--- config.mk ---
export PLATFORM = sky130hd
export DESIGN_NAME = operand_fwd_stage
export DESIGN_NICKNAME = d
export VERILOG_FILES = /design/src/rtl/operand_fwd_stage.sv
export SDC_FILE = /design/constraint.sdc
export NUM_CORES = 1
export LEC_CHECK = 0
export ABC_AREA = 1
export ABC_CLOCK_PERIOD_IN_PS = 1400
export CAP_MARGIN = 10
export CORE_AREA = 2 2 79 119
export DETAILED_ROUTE_END_ITERATION = 10
export DIE_AREA = 0 0 81 121
export PLACE_DENSITY_LB_ADDON = 0.2
export RECOVER_POWER = 100
export SLEW_MARGIN = 10
export SYNTH_ARGS = -nofsm -noshare
export SYNTH_HDL_FRONTEND = slang
export SYNTH_SLANG_ARGS = --single-unit
--- constraint.sdc ---
create_clock -name clk -period 1.4 [get_ports clk]
set_input_delay 0.14 -clock clk [delete_from_list [all_inputs] [get_ports clk]]
set_output_delay 0.14 -clock clk [all_outputs]
set_load 0.05 [all_outputs]
--- src/rtl/operand_fwd_stage.sv ---
// Operand forwarding select with load-use stall, flush and a valid/ready ID/EX operand register.
// Optional FWD_STALL_CNT_EN adds a saturating load-use stall counter on Stall_Cnt.
module operand_fwd_stage #(
  parameter int unsigned WIDTH = 32,
  parameter int unsigned AW    = 5,
  parameter int unsigned NSRC  = 4,
  parameter int unsigned SW    = $clog2(NSRC)
) (
  input  logic                        clk,
  input  logic                        rst_n,
  input  logic                        In_Valid,
  output logic                        In_Ready,
  input  logic [AW-1:0]               Rs_Addr,
  input  logic [WIDTH-1:0]            Rf_Data,
  input  logic [NSRC-2:0]             Fwd_WrEn,
  input  logic [NSRC-2:0]             Fwd_Pend,
  input  logic [(NSRC-1)*AW-1:0]      Fwd_Addr,
  input  logic [(NSRC-1)*WIDTH-1:0]   Fwd_Data,
  input  logic                        Flush,
  output logic                        Out_Valid,
  input  logic                        Out_Ready,
  output logic [WIDTH-1:0]            Out_Data,
  output logic [SW-1:0]               Out_Sel,
  output logic [15:0]                 Stall_Cnt
);

  logic [NSRC-2:0]  match;
  logic             found;
  logic [SW-1:0]    sel;
  logic [WIDTH-1:0] sel_data;
  logic             hazard;
  logic             capture;

  logic             out_valid_q, out_valid_d;
  logic [WIDTH-1:0] out_data_q;
  logic [SW-1:0]    out_sel_q;

  // Address 0 never matches so x0 always reads the register file.
  always_comb begin
    for (int i = 0; i < int'(NSRC) - 1; i++) begin
      match[i] = Fwd_WrEn[i] && (Fwd_Addr[i*AW +: AW] == Rs_Addr) && (Rs_Addr != '0);
    end
  end

  // Lowest index is the youngest in-flight result and therefore wins.
  always_comb begin
    found    = 1'b0;
    sel      = '0;
    sel_data = Rf_Data;
    hazard   = 1'b0;
    for (int i = 0; i < int'(NSRC) - 1; i++) begin
      if (!found && match[i]) begin
        found    = 1'b1;
        sel      = SW'(i + 1);
        sel_data = Fwd_Data[i*WIDTH +: WIDTH];
        hazard   = Fwd_Pend[i];
      end
    end
  end

  assign In_Ready = (!out_valid_q || Out_Ready) && !hazard;
  assign capture  = In_Valid && In_Ready;

  always_comb begin
    out_valid_d = out_valid_q;
    if (out_valid_q && Out_Ready) out_valid_d = 1'b0;
    if (capture)                  out_valid_d = 1'b1;
    if (Flush)                    out_valid_d = 1'b0;
  end

  always_ff @(posedge clk or negedge rst_n) begin
    if (!rst_n) begin
      out_valid_q <= 1'b0;
      out_data_q  <= '0;
      out_sel_q   <= '0;
    end else begin
      out_valid_q <= out_valid_d;
      // A flushed capture still loads the data path; it is marked invalid.
      if (capture) begin
        out_data_q <= sel_data;
        out_sel_q  <= sel;
      end
    end
  end

  assign Out_Valid = out_valid_q;
  assign Out_Data  = out_data_q;
  assign Out_Sel   = out_sel_q;

`ifdef FWD_STALL_CNT_EN
  logic [15:0] stall_cnt_q;

  always_ff @(posedge clk or negedge rst_n) begin
    if (!rst_n) begin
      stall_cnt_q <= 16'h0000;
    end else if (In_Valid && hazard && !Flush && (stall_cnt_q != 16'hFFFF)) begin
      stall_cnt_q <= stall_cnt_q + 16'd1;
    end
  end

  assign Stall_Cnt = stall_cnt_q;
`else
  assign Stall_Cnt = 16'h0000;
`endif

endmodule

Word level (Yosys, flattened, before mapping)
Cells that the tools add are included.
{"block": "word_totals", "regBits": 35, "latchBits": 0, "ramBits": 0, "romBits": 0, "inputBits": 159, "output_inout_bits": 52, "n_memories": 0}
{"block": "op_classes", "add_sub_neg": 0, "multipliers": 0, "n_div": 0, "order_cmp": 0, "eq_ne": 3, "n_shift": 0, "muxes": 14, "n_bitwise": 0, "reduce_logical": 18}
{"operator": "$mux 32", "count": 3}
{"operator": "$eq 5x5->1", "count": 3}
{"operator": "$logic_and 1x1->1", "count": 11}
{"operator": "$mux 1", "count": 9}
{"operator": "$reduce_bool 5->1", "count": 1}
{"operator": "$logic_not 1->1", "count": 4}
{"operator": "$mux 2", "count": 2}
{"operator": "$reduce_bool 3->1", "count": 1}
{"operator": "$logic_or 1x1->1", "count": 1}

Longest topological paths before layout
Gate-level depths: netlist of run 1.
{"block": "depth", "ltp_word": 15, "ltp_mapped": 15, "depth_no_buf": 14}

Least setup slack after synthesis of run 1
No wires, ideal clock.
{"block": "synth_timing", "path_type": "flip-flop to output port", "startpoint": "register out_valid_q, in the netlist Out_Valid", "endpoint": "output In_Ready", "arrival_time_ps": 1328, "t_required_ps": 1260, "slack_ps": -68, "stages_incl_launch_ff": 6, "path_buffers": 0, "cell_sequence": "dfrtp_1 nand2_1 nand2_1 nor2_4 nand2_2 inv_1"}
{"block": "synth_via", "elab_chain_cells": 3}
{"item": "from (decl)", "line": "34", "rtl": "logic out_valid_q, out_valid_d;"}
{"item": "from (signal assigned)", "line": "77", "rtl": "out_valid_q <= out_valid_d;"}
{"item": "$logic_not 1->1", "line": "61", "rtl": "assign In_Ready = (!out_valid_q || Out_Ready) && !hazard;"}
{"item": "$logic_or 1x1->1", "line": "61"}
{"item": "$logic_and 1x1->1", "line": "61"}
{"item": "to (decl)", "line": "12", "rtl": "output logic In_Ready,"}
Every way passes these cells.

Worst setup path in the final report of run 1
{"block": "layout_timing", "startpoint": "input Rs_Addr[1]", "endpoint": "output In_Ready"}
{"block": "layout_via", "elab_chain_cells": 12, "elab_cells_between_ends": 21}
{"item": "from (decl)", "line": "13", "rtl": "input logic [AW-1:0] Rs_Addr,"}
{"item": "$eq 5x5->1", "line": "41", "rtl": "match[i] = Fwd_WrEn[i] && (Fwd_Addr[i*AW +: AW] == Rs_Addr) && (Rs_Addr != '0);"}
{"item": "$logic_and 1x1->1 (2 in a row)", "line": "41"}
{"item": "$mux 1", "line": "52", "rtl": "if (!found && match[i]) begin"}
{"item": "$logic_not 1->1", "line": "52"}
{"item": "$logic_and 1x1->1", "line": "52"}
{"item": "$mux 1", "line": "52"}
{"item": "$logic_not 1->1", "line": "52"}
{"item": "$logic_and 1x1->1", "line": "52"}
{"item": "$mux 1 (*)", "line": "52"}
{"item": "$logic_not 1->1 (*)", "line": "61"}
{"item": "$logic_and 1x1->1 (*)", "line": "61"}
Every way passes the cells marked *; elsewhere a longest branch is shown, timed or not.

==> flow_metrics.env, run 1 <==
export IMPL_status="finished with violations"
export IMPL_violations="setup timing"
export IMPL_diodes=0
export IMPL_cap_violations=0
export IMPL_crit_type="in2out"
export IMPL_setup_worst_path_end_class="output pin"
export IMPL_cp_top_family="buffers and inverters"
export IMPL_root_buffer="clkbuf_16"
export IMPL_fin_hold_ws_ns=0.3612
export IMPL_cp_max_fo=4
export IMPL_cpMaxStageDelayCell="nand4_1"
export IMPL_cts_tree="done"
export IMPL_area_growth_pct=91.10
export IMPL_total_power_w=0.004559
export IMPL_skew_ns=0.003574
export IMPL_io_buffers=194
export IMPL_yosys_area_top_type="nand2_1"
export IMPL_drive_above_1_share=0.2464
export IMPL_cp_required_ns=1.26
export IMPL_hpwl_um=8533
export IMPL_drt_initial_drc_count=207
export IMPL_die_h_um=121
export IMPL_die_area_um2=9801
export IMPL_final_cell_mix="237 x nand2_1, 134 x clkdlybuf4s50_1, 97 x nand3_1, 47 x inv_1, 39 x clkbuf_2"
export IMPL_boundaryPins=211
export IMPL_clk_pin_slew_ns=0.06
export IMPL_via_per_inst=4.748
export IMPL_power_density_nw_per_um2=774.4
export IMPL_overflow=0
export IMPL_h_tree_depth=2
export IMPL_cp_start_kind="input pin"
export IMPL_drv_slew=0
export IMPL_vias=4183
export IMPL_layout_setup_ws_ns=-0.2064
export IMPL_layout_commonest_cell="nand2_1"
export IMPL_clk_latency_ns=0.27
export IMPL_cts_made_buffers=5
export IMPL_dieWidth_um=81
export IMPL_setup_viol=36
export IMPL_layout_nets=929
export IMPL_dr_pass1_iters=5
export IMPL_maxSlewHeadroom=0.6246
export IMPL_ant_nets=0
export IMPL_worst_pin_slew_ns=0.5621
export IMPL_grt_antenna_before_repair=0
export IMPL_grt_max_degree=33
export IMPL_fin_crit_ns=1.606
export IMPL_timing_setup_tns_ns=-4.577
export IMPL_critPathArrivalTime_ns=1.47
export IMPL_vdd_ir_drop_max_mv=0.4286
export IMPL_coreArea_um2=8723
export IMPL_ys_seq_area_frac=0.2843
export IMPL_synth_top_area_frac=0.3339
export IMPL_syn_area_per_cell_um2=5.683
export IMPL_path_cells="buf_8 -> buf_6 -> nor2_1 -> nor2_2 -> nand2_2 -> nor2_2 -> buf_4 -> inv_2 -> nand4_1 -> nand2_4 -> buf_6 -> clkinvlp_4 -> buf_12"
export IMPL_rows=42
export IMPL_clk_path_buf_depth=2
export IMPL_start_util=0.3531
export IMPL_syn_area_um2=3080
export IMPL_leakage_nw=3.164
export IMPL_drt_wl_total_um=12690
export IMPL_place_congestion=0.9503
export IMPL_cts_sinks=35
export IMPL_grt_setup_unrepaired="yes"
export IMPL_period_share=1.147
export IMPL_place_ws_ns=-1.077
export IMPL_drc_errors=0
export IMPL_wl_per_cell_um=14.40
export IMPL_yosysWarnings=0
export IMPL_grt_pass1_vias=4118
export IMPL_worst_hold_path_type="in2async"
export IMPL_grt_first_pass_wirelength_um=18840
export IMPL_grt_usage=0.2459
export IMPL_ys_ff_latch=35
export IMPL_path_buf_inv=7
export IMPL_finalHoldViolCount=0
export IMPL_critPathMaxStageDelay_ns=0.19
export IMPL_yosys_top_cells_area="nand2_1 33%, dfrtp_1 28%, nand3_1 16%, inv_1 6.7%, buf_4 3.9%"
export IMPL_postSynthCellCount=542
export IMPL_yosysUniqueCellTypes=21
export IMPL_timing_fmax_ghz=0.6225
[state kept, by name (all words and copies together), names as in the netlist]
register   count
Out_Valid      1
Out_Data      32
Out_Sel        2
[Yosys cell counts (all sizes together)]
library cell  number
a21boi             1
a21oi              2
buf               34
clkbuf             9
conb               1
dfrtp             35
inv               61
nand2            277
nand3            101
nand4              1
nor2              18
o21ai              2
[path summary, 6_finish.rpt]
| check | start | to | slack (ns) | cells past startpoint |
|---|---|---|---|---|
| max in group asynchronous | rst_n | Out_Data[0] | 0.20 | 3 |
| setup reg to reg | Out_Valid | Out_Data[30] | -0.15 | 9 |
| hold reg to reg | Out_Data[7] | Out_Data[7] | 0.47 | 2 |
| min in group clk | Flush | Out_Valid | 0.40 | 2 |
| setup / recovery | Rs_Addr[1] | In_Ready | -0.21 | 13 |
| hold / removal | rst_n | Out_Data[14] | 0.36 | 2 |
[timing repair]
item                       4_1_cts  5_1_grt
cloned                           5        6
hold buffers                     1        0
hold endpoints to repair        17        0
pin swaps                       45       39
resized for setup              117       72
setup buffers                   17        6
setup endpoints to repair       36       36
[routing by layer]
metal | part of all wire | GRT usage | up-vias
li1 | - | - | 2079
met1 | 0.37 | 0.2608 | 1912
met2 | 0.55 | 0.4788 | 170
met3 | 0.060 | 0.03497 | 22
met4 | 0.025 | 0.07945 | 0
met5 | 0 | 0 | -
[area by class of cell]
cell class	count	area (µm²)
Fill cell	804	2836
Timing Repair Buffer	248	2495
Multi-Input combinational cell	419	1959
Sequential cell	35	877.1
Inverter	61	257.7
Clock buffer	7	152.6
Tap cell	110	137.6
Clock inverter	1	7.507
[cell families (layout without fill, tap and decap cells)]
kind of cell,Yosys count,after routing,synth area share
AOI/OAI and AO/OA,5,5,0.008934
other,1,16,0.001217
and+or+nand+nor,397,398,0.5459
buffers and inverters,104,317,0.1596
DFF,35,35,0.2843
[report_power, final]
| group | internal, W | switching [W] |
|---|---|---|
| Combinational | 0.000860 | 0.00127 |
| Clock | 0.000756 | 0.000416 |
| Sequential | 0.00116 | 0.0000934 |
[stage by stage]
| stage | std cells | cell area, µm² | utilization |
|---|---|---|---|
| global placement | 841 | 5245 | 0.6013 |
| floorplan | 557 | 3161 | - |
| CTS | 871 | 5757 | 0.6599 |
| finish | 881 | 5887 | 0.6748 |
| detailed placement | 841 | 5245 | 0.6013 |
| global route | 881 | 5887 | 0.6748 |
(Power assumes the default switching activity.)
==> run 2, diff against run 1 <==
Settings changed: ABC_CLOCK_PERIOD_IN_PS 1400 to unset.
==> results of run 2 <==
No change in the layout: final DEF, timing and power equal those of run 1.
==> run 3, diff against run 2 <==
Settings changed: PLACE_DENSITY_LB_ADDON 0.2 to 0.05, RECOVER_POWER 100 to unset, TNS_END_PERCENT set to 30.
==> flow_metrics.env, run 3 (same netlist as run 1, synthesis figures left out) <==
export IMPL_r2r_cells=9
export IMPL_drc_errors=0
export IMPL_final_cells=860
export IMPL_vias=3928
export IMPL_final_cell_mix="260 x nand2_1, 134 x clkdlybuf4s50_1, 96 x nand3_1, 50 x buf_4, 49 x inv_1"
export IMPL_die_area_um2=9801
export IMPL_drt_initial_drc_count=157
export IMPL_cp_required_ns=1.26
export IMPL_drt_wl_total_um=11410
export IMPL_clk_pin_slew_ns=0.06
export IMPL_period_share=1.024
export IMPL_worst_hold_path_type="in2async"
export IMPL_place_congestion=0.7861
export IMPL_crit_type="in2out"
export IMPL_via_per_inst=4.567
export IMPL_dr_pass1_iters=4
export IMPL_layout_nets=908
export IMPL_cp_max_fo=5
export IMPL_grt_pass1_vias=3849
export IMPL_power_density_nw_per_um2=805.0
export IMPL_clk_path_buf_depth=2
export IMPL_critPathArrivalTime_ns=1.29
export IMPL_fin_hold_ws_ns=0.3504
export IMPL_setup_viol=3
export IMPL_h_tree_depth=2
export IMPL_dieWidth_um=81
export IMPL_reg2reg_from="Out_Valid"
export IMPL_io_buffers=194
export IMPL_fin_crit_ns=1.434
export IMPL_grt_first_pass_wirelength_um=17620
export IMPL_grt_antenna_before_repair=0
export IMPL_grt_usage=0.2299
export IMPL_coreArea_um2=8723
export IMPL_overflow=0
export IMPL_largest_reg_flops=32
export IMPL_final_cell_area_um2=5542
export IMPL_hpwl_um=8721
export IMPL_grt_setup_unrepaired="yes"
export IMPL_place_area_um2=5207
export IMPL_ant_nets=0
export IMPL_clk_latency_ns=0.28
export IMPL_cts_made_buffers=5
export IMPL_boundaryPins=211
export IMPL_layout_commonest_cell="nand2_1"
export IMPL_wl_per_cell_um=13.27
export IMPL_vdd_ir_drop_max_mv=0.5512
export IMPL_start_util=0.3531
export IMPL_place_ws_ns=-0.7406
export IMPL_violations="setup timing"
export IMPL_root_buffer="clkbuf_16"
export IMPL_status="finished with violations"
export IMPL_dp_cells=840
export IMPL_grt_max_degree=33
export IMPL_layout_setup_ws_ns=-0.03369
export IMPL_diodes=0
export IMPL_setup_worst_path_end_class="output pin"
export IMPL_cts_tree="done"
export IMPL_area_growth_pct=79.89
export IMPL_cap_violations=0
export IMPL_leakage_nw=2.938
export IMPL_cp_start_kind="input pin"
export IMPL_die_h_um=121
export IMPL_drive_above_1_share=0.1947
export IMPL_timing_fmax_ghz=0.6975
export IMPL_finalHoldViolCount=0
export IMPL_cts_sinks=35
export IMPL_rr_endpoint="Out_Data[13]"
export IMPL_finish_utilization=0.6353
export IMPL_skew_ns=0.005371
export IMPL_rrSetupSlack_ns=0
export IMPL_drv_slew=0
export IMPL_rows=42
run 3: changes by cell type in the layout (fill, tap and decap cells not counted), moves of 3 or more:
cell / before / now
buf_8: 7 / 4
buf_2: 7 / 12
clkbuf_2: 39 / 1
clkbuf_16: 10 / 5
buf_4: 20 / 50
nand2_2: 35 / 13
nand2_1: 237 / 260
buf_12: 10 / 13
buf_16: 3 / 0
dlymetal6s2s_1: 5 / 0
buf_6: 15 / 11
run 3: through the flow:
step / power, W / setup TNS, ns
after floorplan: 0.002387 / -0.03634
after global placement: 0.003330 / -24.45
after detailed placement: 0.003351 / -25.72
after CTS: 0.004467 / -0.06772
after global routing: 0.004679 / -2.208
final: 0.004461 / -0.03803
run 3: what timing repair did:
item,in CTS,in global routing
pin swaps,35,25
buffers inserted,10,1
hold buffers,1,0
resized for setup,102,43
hold endpoints to repair,18,0
gates cloned,0,0
setup endpoints to repair,36,36
run 3: worst max-delay path by stage:
stage                start      endpoint  slack (ns)  cells past startpoint
3_3_place_gp    Rs_Addr[0]  Out_Data[31]       -0.70                     14
6_report        Rs_Addr[2]      In_Ready       -0.03                     13
2_1_floorplan  Fwd_Addr[1]  Out_Data[22]      -0.002                     14
4_1_cts         Rs_Addr[4]      In_Ready       -0.05                     13
5_1_grt         Rs_Addr[4]      In_Ready       -0.11                     13
3_5_place_dp    Rs_Addr[4]  Out_Data[17]       -0.74                     14
run 3: layout make-up:
type,count,area (µm²)
Clock buffer,6,128.9
Clock inverter,2,12.51
Fill cell,841,3182
Inverter,61,245.2
Multi-Input combinational cell,418,1886
Sequential cell,35,877.1
Tap cell,110,137.6
Timing Repair Buffer,228,2255
run 3: metal layers:
metal / vias up / part of all wire / global-route usage
li1: 2041 / - / -
met1: 1730 / 0.38 / 0.2515
met2: 140 / 0.53 / 0.4318
met3: 17 / 0.071 / 0.04167
met4: 0 / 0.023 / 0.07627
met5: - / 0 / 0
run 3: where the power goes:
part,internal [W],switching (W),total (W)
registers,0.00116,0.0000971,0.00126
clock network,0.000657,0.000425,0.00108
logic,0.000908,0.00121,0.00212
run 3: worst max-delay path: stages:
cell	delay (ns)
buf_6	0.11
inv_4	0.05
nand2_1	0.04
nand2_1	0.07
nand2_2	0.07
nor2_4	0.14
buf_6	0.13
nand3_4	0.06
nand2_2	0.09
nor2_4	0.05
nand2_4	0.07
clkinvlp_4	0.12
buf_12	0.16
